$ cat config.mk
export PLATFORM = sky130hd
export DESIGN_NAME = io_bridge
export DESIGN_NICKNAME = d
export VERILOG_FILES = /design/src/rtl/io_bridge.sv
export SDC_FILE = /design/constraint.sdc
export NUM_CORES = 1
export LEC_CHECK = 0
export BUFFER_PORTS_ARGS = -buffer_cell sky130_fd_sc_hd__buf_4
export CORE_MARGIN = 2
export CORE_UTILIZATION = 57
export DETAILED_ROUTE_END_ITERATION = 8
export HOLD_SLACK_MARGIN = 0.05
export PLACE_DENSITY_LB_ADDON = 0.12
export SLEW_MARGIN = 15
export SYNTH_ARGS = -nofsm -noshare
export SYNTH_HDL_FRONTEND = slang
export SYNTH_SLANG_ARGS = --single-unit
export TNS_END_PERCENT = 100
$ cat constraint.sdc
create_clock -name clk -period 6.6 [get_ports clk]
set_input_delay 1.65 -clock clk [delete_from_list [all_inputs] [get_ports clk]]
set_output_delay 1.65 -clock clk [all_outputs]
set_load 0.02 [all_outputs]
$ cat src/rtl/io_bridge.sv
// io_bridge: sits between the CPU load/store port, a synchronous data RAM and
// a small memory-mapped I/O window holding a TX byte FIFO, a status register,
// a free-running timer and a scratch register.
//
// Ports
//   clk                    system clock
//   reset                  synchronous active-high reset
//   write_to_memory        CPU store strobe
//   mem_address_load_stor  CPU load/store address (WIDTH)
//   data_to_mem_stor       CPU store data (WIDTH)
//   data_from_mem_load     load data, one cycle after the address (WIDTH)
//   ram_we/ram_addr/ram_wdata  data RAM write port (combinational)
//   ram_rdata              data RAM read data, valid one cycle after ram_addr
//   tx_data/tx_valid       FIFO head byte and non-empty flag to the serializer
//   tx_ready               serializer takes the head byte this cycle
//
// I/O window, offsets from IO_BASE:
//   0 TXDATA (write pushes a byte, reads 0)
//   1 STATUS {count[5:3], overflow[2], full[1], empty[0]}; write bit2=1 clears overflow
//   2 TIMER  free-running, loadable
//   3 SCRATCH
module io_bridge #(
  parameter int               WIDTH      = 16,
  parameter logic [WIDTH-1:0] IO_BASE    = 16'hFF00,
  parameter int               FIFO_DEPTH = 4
) (
  input  logic             clk,
  input  logic             reset,
  input  logic             write_to_memory,
  input  logic [WIDTH-1:0] mem_address_load_stor,
  input  logic [WIDTH-1:0] data_to_mem_stor,
  output logic [WIDTH-1:0] data_from_mem_load,
  output logic             ram_we,
  output logic [WIDTH-1:0] ram_addr,
  output logic [WIDTH-1:0] ram_wdata,
  input  logic [WIDTH-1:0] ram_rdata,
  output logic [7:0]       tx_data,
  output logic             tx_valid,
  input  logic             tx_ready
);

  localparam int               PW      = (FIFO_DEPTH > 1) ? $clog2(FIFO_DEPTH) : 1;
  localparam logic [3:0]       DEPTH_C = 4'(FIFO_DEPTH);
  localparam logic [PW-1:0]    LAST_P  = PW'(FIFO_DEPTH - 1);
  localparam logic [WIDTH-1:0] IO_LAST = IO_BASE + WIDTH'(3);

  // FIFO state
  logic [7:0]       r_mem [FIFO_DEPTH];
  logic [PW-1:0]    r_head;
  logic [PW-1:0]    r_tail;
  logic [3:0]       r_count;
  logic             r_ovf;

  // I/O registers and read-response pipeline
  logic [WIDTH-1:0] r_timer;
  logic [WIDTH-1:0] r_scratch;
  logic             r_rd_io;
  logic [WIDTH-1:0] r_io_rdata;

  logic             w_io_hit;
  logic [WIDTH-1:0] w_delta;
  logic [1:0]       w_off;
  logic             w_wr_io;
  logic             w_push_req;
  logic             w_full;
  logic             w_empty;
  logic             w_push;
  logic             w_pop;
  logic             w_ovf_set;
  logic             w_ovf_clr;
  logic             w_timer_wr;
  logic             w_scr_wr;
  logic [WIDTH-1:0] w_status;
  logic [WIDTH-1:0] w_io_rdata;

  assign w_io_hit = (mem_address_load_stor >= IO_BASE) && (mem_address_load_stor <= IO_LAST);
  assign w_delta  = mem_address_load_stor - IO_BASE;
  assign w_off    = w_delta[1:0];
  assign w_wr_io  = write_to_memory & w_io_hit;

  assign ram_we    = write_to_memory & ~w_io_hit;
  assign ram_addr  = mem_address_load_stor;
  assign ram_wdata = data_to_mem_stor;

  assign w_full     = (r_count == DEPTH_C);
  assign w_empty    = (r_count == 4'd0);
  assign w_push_req = w_wr_io && (w_off == 2'd0);
  assign w_push     = w_push_req & ~w_full;
  // A pop in the same cycle does not make room for a push into a full FIFO.
  assign w_pop      = tx_ready & ~w_empty;
  assign w_ovf_set  = w_push_req & w_full;
  assign w_ovf_clr  = w_wr_io && (w_off == 2'd1) && data_to_mem_stor[2];
  assign w_timer_wr = w_wr_io && (w_off == 2'd2);
  assign w_scr_wr   = w_wr_io && (w_off == 2'd3);

  assign w_status = {{(WIDTH-6){1'b0}}, r_count[2:0], r_ovf, w_full, w_empty};

  always_comb begin
    w_io_rdata = '0;
    case (w_off)
      2'd1:    w_io_rdata = w_status;
      2'd2:    w_io_rdata = r_timer;
      2'd3:    w_io_rdata = r_scratch;
      default: w_io_rdata = '0;
    endcase
  end

  // FIFO storage carries no reset; emptiness is tracked by r_count alone.
  always_ff @(posedge clk) begin
    if (w_push) r_mem[r_tail] <= data_to_mem_stor[7:0];
  end

  always_ff @(posedge clk) begin
    if (reset) begin
      r_head     <= '0;
      r_tail     <= '0;
      r_count    <= '0;
      r_ovf      <= 1'b0;
      r_timer    <= '0;
      r_scratch  <= '0;
      r_rd_io    <= 1'b0;
      r_io_rdata <= '0;
    end else begin
      if (w_push) r_tail <= (r_tail == LAST_P) ? '0 : r_tail + PW'(1);
      if (w_pop)  r_head <= (r_head == LAST_P) ? '0 : r_head + PW'(1);
      case ({w_push, w_pop})
        2'b10:   r_count <= r_count + 4'd1;
        2'b01:   r_count <= r_count - 4'd1;
        default: r_count <= r_count;
      endcase
      // Set has priority over a same-cycle clear.
      if (w_ovf_set)      r_ovf <= 1'b1;
      else if (w_ovf_clr) r_ovf <= 1'b0;
      r_timer <= w_timer_wr ? data_to_mem_stor : r_timer + WIDTH'(1);
      if (w_scr_wr) r_scratch <= data_to_mem_stor;
      // Register the I/O value from the address cycle, alongside its select.
      r_rd_io    <= w_io_hit;
      r_io_rdata <= w_io_rdata;
    end
  end

  // The RAM already delivers its data one cycle late, so it passes straight through.
  assign data_from_mem_load = r_rd_io ? r_io_rdata : ram_rdata;

  assign tx_valid = ~w_empty;
  assign tx_data  = r_mem[r_head];

endmodule

Word-level counts from Yosys, hierarchy flattened
Memory sizes are Yosys's and may differ from the RTL's. A register that Yosys moved wholly into a read port is not among the register bits.
Index checks and enable logic that the tools add are counted.
{ "totals": {"elab_cells": 55, "register_bits": 58, "mem_bits_rw": 32, "memories": 1, "out_inout_bits": 58, "inputBits": 52} }
{ "op_classes": {"muxes": 12, "n_reduce_logical": 10, "bitwise_logic": 8, "n_eq_ne": 8, "magnitude_cmp": 2, "add_sub_neg": 6} }
{ "mem_list": {"columns": ["name", "depth", "word_bits", "rd", "rd_clocked_by_memory_dff", "wr", "line", "source"], "rows": [
  ["r_mem", 4, 8, 1, 1, 1, "48", "logic [7:0] r_mem [FIFO_DEPTH];"]
]} }
{ "op_table": {"columns": ["cell", "count"], "rows": [
  ["$pmux W16 S3", 1],
  ["$mux W16", 2],
  ["$add A16 B1 Y16 const B", 1],
  ["$ge A16 B16 Y1 const B", 1],
  ["$le A16 B16 Y1 const B", 1],
  ["$eq A2 B2 Y1 const B", 5],
  ["$mux W2", 4],
  ["$pmux W4 S2", 1],
  ["$logic_and A1 B1 Y1", 6],
  ["$and A1 B1 Y1", 5],
  ["$add A2 B1 Y2 const B", 2],
  ["$add A4 B1 Y4 const B", 1],
  ["$eq A2 B1 Y1 const B", 2],
  ["$eq A4 B3 Y1 const B", 1],
  ["$logic_not A4 Y1", 1],
  ["$mux W1", 4],
  ["$reduce_bool A2 Y1", 2],
  ["$sub A4 B1 Y4 const B", 1],
  ["$not A1 Y1", 3],
  ["$logic_not A2 Y1", 1],
  ["$sub A2 B1 Y2 const B", 1]
]} }

Depth between registers and ports, before layout
{ "logic_depth": {"ltp_word": 7, "depth_mapped": 12, "depth_no_buf": 11} }

Worst setup path before layout
No wires, ideal clock.
{ "synth_timing": {"kind": "input port to output port", "start": "input mem_address_load_stor[2]", "end": "output ram_we", "stages": 4, "required_time_ns": 4.950, "path_slack_ns": 1.829, "arrival_ns": 3.121, "n_path_buf": 1, "cell_sequence": "or4_4 > or4_1 > clkbuf_1 > and2_1"} }
{ "synth_via": {"elab_chain_cells": 4, "elab_cells_between_ends": 5, "cone_classes": "order compare: 2; bitwise: 2; reduce/logical: 1"} }
{ "synth_lines": {"columns": ["item", "line", "source"], "rows": [
  ["from (decl)", "30", "input logic [WIDTH-1:0] mem_address_load_stor,"],
  ["$ge A16 B16 Y1 / $le A16 B16 Y1 (equally long branches)", "76", "assign w_io_hit = (mem_address_load_stor >= IO_BASE) && (mem_address_load_stor <= IO_LAST);"],
  ["$logic_and A1 B1 Y1 *", "76", null],
  ["$not A1 Y1 *", "81", "assign ram_we = write_to_memory & ~w_io_hit;"],
  ["$and A1 B1 Y1 *", "81", null],
  ["to (decl)", "33", "output logic ram_we,"]
]} }
Every way passes the cells marked *; elsewhere a longest branch is shown, timed or not.

Worst setup path in the final report
Ends and elaborated chain as after synthesis.

==> run summary <==
The worst-case IR drop observed on VDD is 105 uV. The run finished with clean final reports. STA puts the critical path data arrival time at 3430 ps. The smallest clock period supported by the final layout is computed as 5080 ps. The number of max-cap violations is 0. For the final global-route overflow total, the log shows 0. On the final layout, the worst clock skew is 10.2 ps. The critical path is of the input port to primary output type. The count of filler cells inserted in the layout was 556.

After clock tree synthesis, the clock-pin slew on the worst setup and hold paths is 90 ps. The floorplan has 31 rows. Traced cell by cell, the critical path runs through buf_4 > or4_4 > or4_1 > and2_1 > buf_4.

The logs give 206 for the detailed router's first-iteration violation count and 0 ps for the final-layout setup total negative slack. The post-cts repair resize count was 0; the utilization after layout was 0.703. The period utilization works out to 0.770. The floorplan die width is 91.4 um, and the total of warnings raised by yosys is 0. The number of search-and-repair iterations in the first detailed-routing pass is 4.

After detailed routing, the number of vias per cell comes to 5.67. Internal power comes to 0.797 mW. TritonCTS built the clock tree.

The number of hold violations in the final report is 0, and the combinational group share of total power is 0.101. The slowest library cell on the worst path is sky130_fd_sc_hd__or4_1. In this design, the largest share of critical-path delay is due to simple AND/OR/NAND/NOR gates. For the number of pins with negative max-slew slack in the final report, the log shows 0. The tools report the startpoint of the lowest-slack register-to-register path as r_count[2].

The tools report the overall fraction of global-route tracks in use as 0.232. Leaving out fill and tap cells, the most frequent cell in the layout is sky130_fd_sc_hd__buf_4. The worst min-delay path class was flip-flop to flip-flop.

The average instance in the mapped netlist occupies 10.6 sq um. Port buffering added 109 buffers. The fraction of layout instances using a drive strength above 1 is 0.326. The cell area after synthesis was 0.00436 sq mm; the number of CTS-inserted buffers was 9. In this run the power density over the cells is 205 mW/mm^2. The critical path startpoint was mem_address_load_stor[2]. From bottom edge to top edge, the die measures 91.4 um. By instance count, the cell type seen most on the critical path is sky130_fd_sc_hd__buf_4.

The remaining max-slew budget at the tightest pin was 0.393; the number of antenna diodes was 0. For this design, the CTS-stage hold fixing added 0 buffers. The worst setup path is captured at a primary output. Worst endpoint required time: 4950 ps. The tools report the clock root buffer as sky130_fd_sc_hd__clkbuf_8.

The tools report the type of element launching the critical path as an input port. The worst setup slack for register-to-register paths was 3830 ps; the largest incremental delay on the critical path was 720 ps. During I/O placement, the number of pins put on the boundary was 110. After clock tree synthesis, the setup repair step added 0 buffers. For the worst-skew pair, the clock arrives at the later sink with an insertion delay of 370 ps.

The cell count after synthesis is 412, and the net count after synthesis is 473. Summed over all cells, the static leakage comes to 1.90 nW. The register share of total power came out at 0.558.

For the worst flop-to-flop path, the logic depth is 11. The number of different library cells used by synthesis comes to 41. The detail-routed net length per standard cell works out to 16.3 um. For the final net count, the log shows 537. Entering global routing, the biggest net connects 43 pins. The placed wire-length estimate came out at 6.57 mm.

For the pin with the worst max-slew slack, the measured transition is 903 ps. The tools report the global-route wire length before repair as 15.3 mm. Setup violations remaining at the end of the flow were counted as 0. The clock passes through at most 2 buffers. Signed area change from the synthesized netlist to the final layout: 18.2%.

The fraction of the yosys area taken by sequential cells was 0.496. Antenna violation net count after detailed routing: 0. The logs give 197 MHz for the highest achievable clock rate and 92 for the number of clock sinks seen by CTS. Across all layers, the routed design uses 3,288 vias. Synthesis inferred 92 register bits.

The share of total power in the clock network was 0.341. Leaving out fill and tap cells, the most frequent cells in the layout are 110 x sky130_fd_sc_hd__buf_4, 60 x sky130_fd_sc_hd__dfxtp_1, 32 x sky130_fd_sc_hd__a21oi_1, 32 x sky130_fd_sc_hd__edfxtp_1, 27 x sky130_fd_sc_hd__nand3_1. In this run the power spent charging and discharging nets is 0.258 mW. The routed design has 9.46 mm of wire.

The tools report the endpoint of the most critical register-to-register path as r_count[2]. Number of antenna violations at the first check in global routing: 0. The tools report the critical path endpoint as ram_we. The area of the core was 0.00733 sq mm; the effective utilization at floorplan was 0.594.

The number of global-route vias before repair was 3,092; the weighted congestion reported at the end of routability-driven placement was 0.785. The die covers 0.00836 sq mm. The switching part of the total works out to 0.245. Along the worst path, the maximum fanout reaches 10.

The number of buffer and inverter stages on the critical path is 2. The number of levels in the clock H-tree came out at 3. Setup repair after global routing left no endpoint under its margin. The DRC violations left was 0. Counting buffers and inverters, the worst setup path is 5 cells deep.
## cell usage after synthesis
| master | number | area share |
|---|---|---|
| sky130_fd_sc_hd__nor4b_1 | 1 | 0.0020 |
| sky130_fd_sc_hd__and2_1 | 2 | 0.0029 |
| sky130_fd_sc_hd__nand3_1 | 27 | 0.031 |
| sky130_fd_sc_hd__o21ai_0 | 25 | 0.029 |
| sky130_fd_sc_hd__inv_1 | 7 | 0.0060 |
| sky130_fd_sc_hd__or4_4 | 2 | 0.0052 |
| sky130_fd_sc_hd__clkinv_1 | 1 | 0.00086 |
| sky130_fd_sc_hd__dfxtp_1 | 60 | 0.28 |
| sky130_fd_sc_hd__buf_6 | 1 | 0.0026 |
| sky130_fd_sc_hd__nand4b_2 | 1 | 0.0034 |
| sky130_fd_sc_hd__mux2i_1 | 11 | 0.025 |
| sky130_fd_sc_hd__a211oi_1 | 8 | 0.014 |
| sky130_fd_sc_hd__o31ai_1 | 7 | 0.012 |
| sky130_fd_sc_hd__nand2_1 | 13 | 0.011 |
| sky130_fd_sc_hd__nand2b_1 | 1 | 0.0014 |
| sky130_fd_sc_hd__and3_1 | 5 | 0.0072 |
| sky130_fd_sc_hd__a21oi_1 | 32 | 0.037 |
| sky130_fd_sc_hd__buf_4 | 32 | 0.055 |
| sky130_fd_sc_hd__buf_2 | 2 | 0.0023 |
| sky130_fd_sc_hd__or4b_2 | 1 | 0.0023 |
| sky130_fd_sc_hd__nand4_1 | 4 | 0.0057 |
| sky130_fd_sc_hd__nor2b_1 | 2 | 0.0029 |
| sky130_fd_sc_hd__xnor2_1 | 13 | 0.026 |
| sky130_fd_sc_hd__nor4_2 | 1 | 0.0029 |
| sky130_fd_sc_hd__nand4bb_1 | 1 | 0.0026 |
| sky130_fd_sc_hd__xor2_1 | 4 | 0.0080 |
| sky130_fd_sc_hd__nand3b_1 | 1 | 0.0017 |
| sky130_fd_sc_hd__a22oi_1 | 6 | 0.010 |
| sky130_fd_sc_hd__mux2_2 | 20 | 0.052 |
| sky130_fd_sc_hd__nor4bb_1 | 1 | 0.0023 |
| sky130_fd_sc_hd__mux4_2 | 8 | 0.041 |
| sky130_fd_sc_hd__ha_1 | 9 | 0.026 |
| sky130_fd_sc_hd__or3_1 | 2 | 0.0029 |
| sky130_fd_sc_hd__nor3_1 | 12 | 0.014 |
| sky130_fd_sc_hd__edfxtp_1 | 32 | 0.22 |
| sky130_fd_sc_hd__clkbuf_1 | 17 | 0.015 |
| sky130_fd_sc_hd__buf_1 | 5 | 0.0043 |
| sky130_fd_sc_hd__a21o_1 | 1 | 0.0017 |
| sky130_fd_sc_hd__nor2_1 | 26 | 0.022 |
| sky130_fd_sc_hd__nor4_1 | 4 | 0.0057 |
| sky130_fd_sc_hd__or4_1 | 4 | 0.0069 |
## worst min path at each step
stage                              from       endpoint  slack [ps]  cells after the start
final                     r_scratch[10]  r_scratch[10]         480                      2
after floorplan            r_scratch[2]   r_scratch[2]         450                      2
after global routing       r_scratch[8]   r_scratch[8]         500                      2
after CTS                  r_scratch[3]   r_scratch[3]         480                      2
after detailed placement   r_scratch[3]   r_scratch[3]         460                      2
after global placement     r_scratch[2]   r_scratch[2]         450                      2
## through the flow
stage / hold slack (ps) / instances / total power [mW] / setup slack [ps] / area (sq um)
final: 482 / 580 / 1.06 / 1520 / 5150
after global routing: 502 / 580 / 1.09 / 1470 / 5150
after CTS: 475 / 580 / 1.06 / 1530 / 5150
after detailed placement: 464 / 564 / 0.709 / 1530 / 4960
after global placement: 454 / 564 / 0.708 / 1550 / 4960
after floorplan: 446 / 412 / 0.663 / 1830 / 4360
## cells by family (layout without fill, tap and decap cells)
group | Yosys count | count (layout) | synth area share
AND/OR/NAND/NOR | 111 | 111 | 0.136
flip-flops | 92 | 92 | 0.496
AO/OA/AOI/OAI | 79 | 79 | 0.103
buffers and inverters | 65 | 134 | 0.0858
multiplexers | 39 | 39 | 0.118
XOR/XNOR | 17 | 17 | 0.0342
adder cells (fa/ha/maj) | 9 | 9 | 0.0258
## worst min-delay path, delay by kind of cell, from the launching register on
kind           cells  cell delay [ps]
AO/OA/AOI/OAI      2              120
flip-flops         1              310
## area by class of cell
class	count	area (sq um)	area share
clock buffer	12	156	0.0304
sequential	92	2160	0.420
inverter	8	30.0	0.00583
clock inverter	4	32.5	0.00631
timing repair buffer	110	826	0.160
tap	99	124	0.0240
multi-input combinational	255	1820	0.354
## power groups by stage
stage,combinational (mW),clock (mW),sequential (mW)
floorplan,0.0610,0,0.602
detailed placement,0.107,0,0.602
CTS,0.107,0.363,0.589
global placement,0.106,0,0.602
global route,0.114,0.387,0.589
finish,0.107,0.360,0.589
## sequential cells by signal, indices dropped and copies added, names as in the netlist, named ones only
register	cells
r_ovf	1
r_scratch	16
r_rd_io	1
r_tail	2
r_timer	16
r_mem	32
r_head	2
r_io_rdata	16
r_count	4
## metal layers
metal | track usage | share of wire | up-vias | wire [um]
li1 | - | - | 1593 | -
met1 | 0.335 | 0.43 | 1541 | 4100
met2 | 0.360 | 0.47 | 144 | 4470
met3 | 0.0481 | 0.084 | 10 | 796
met4 | 0.0530 | 0.0095 | 0 | 90
met5 | 0 | 0 | - | 0
No activity file was read; power rests on OpenSTA's default activity.
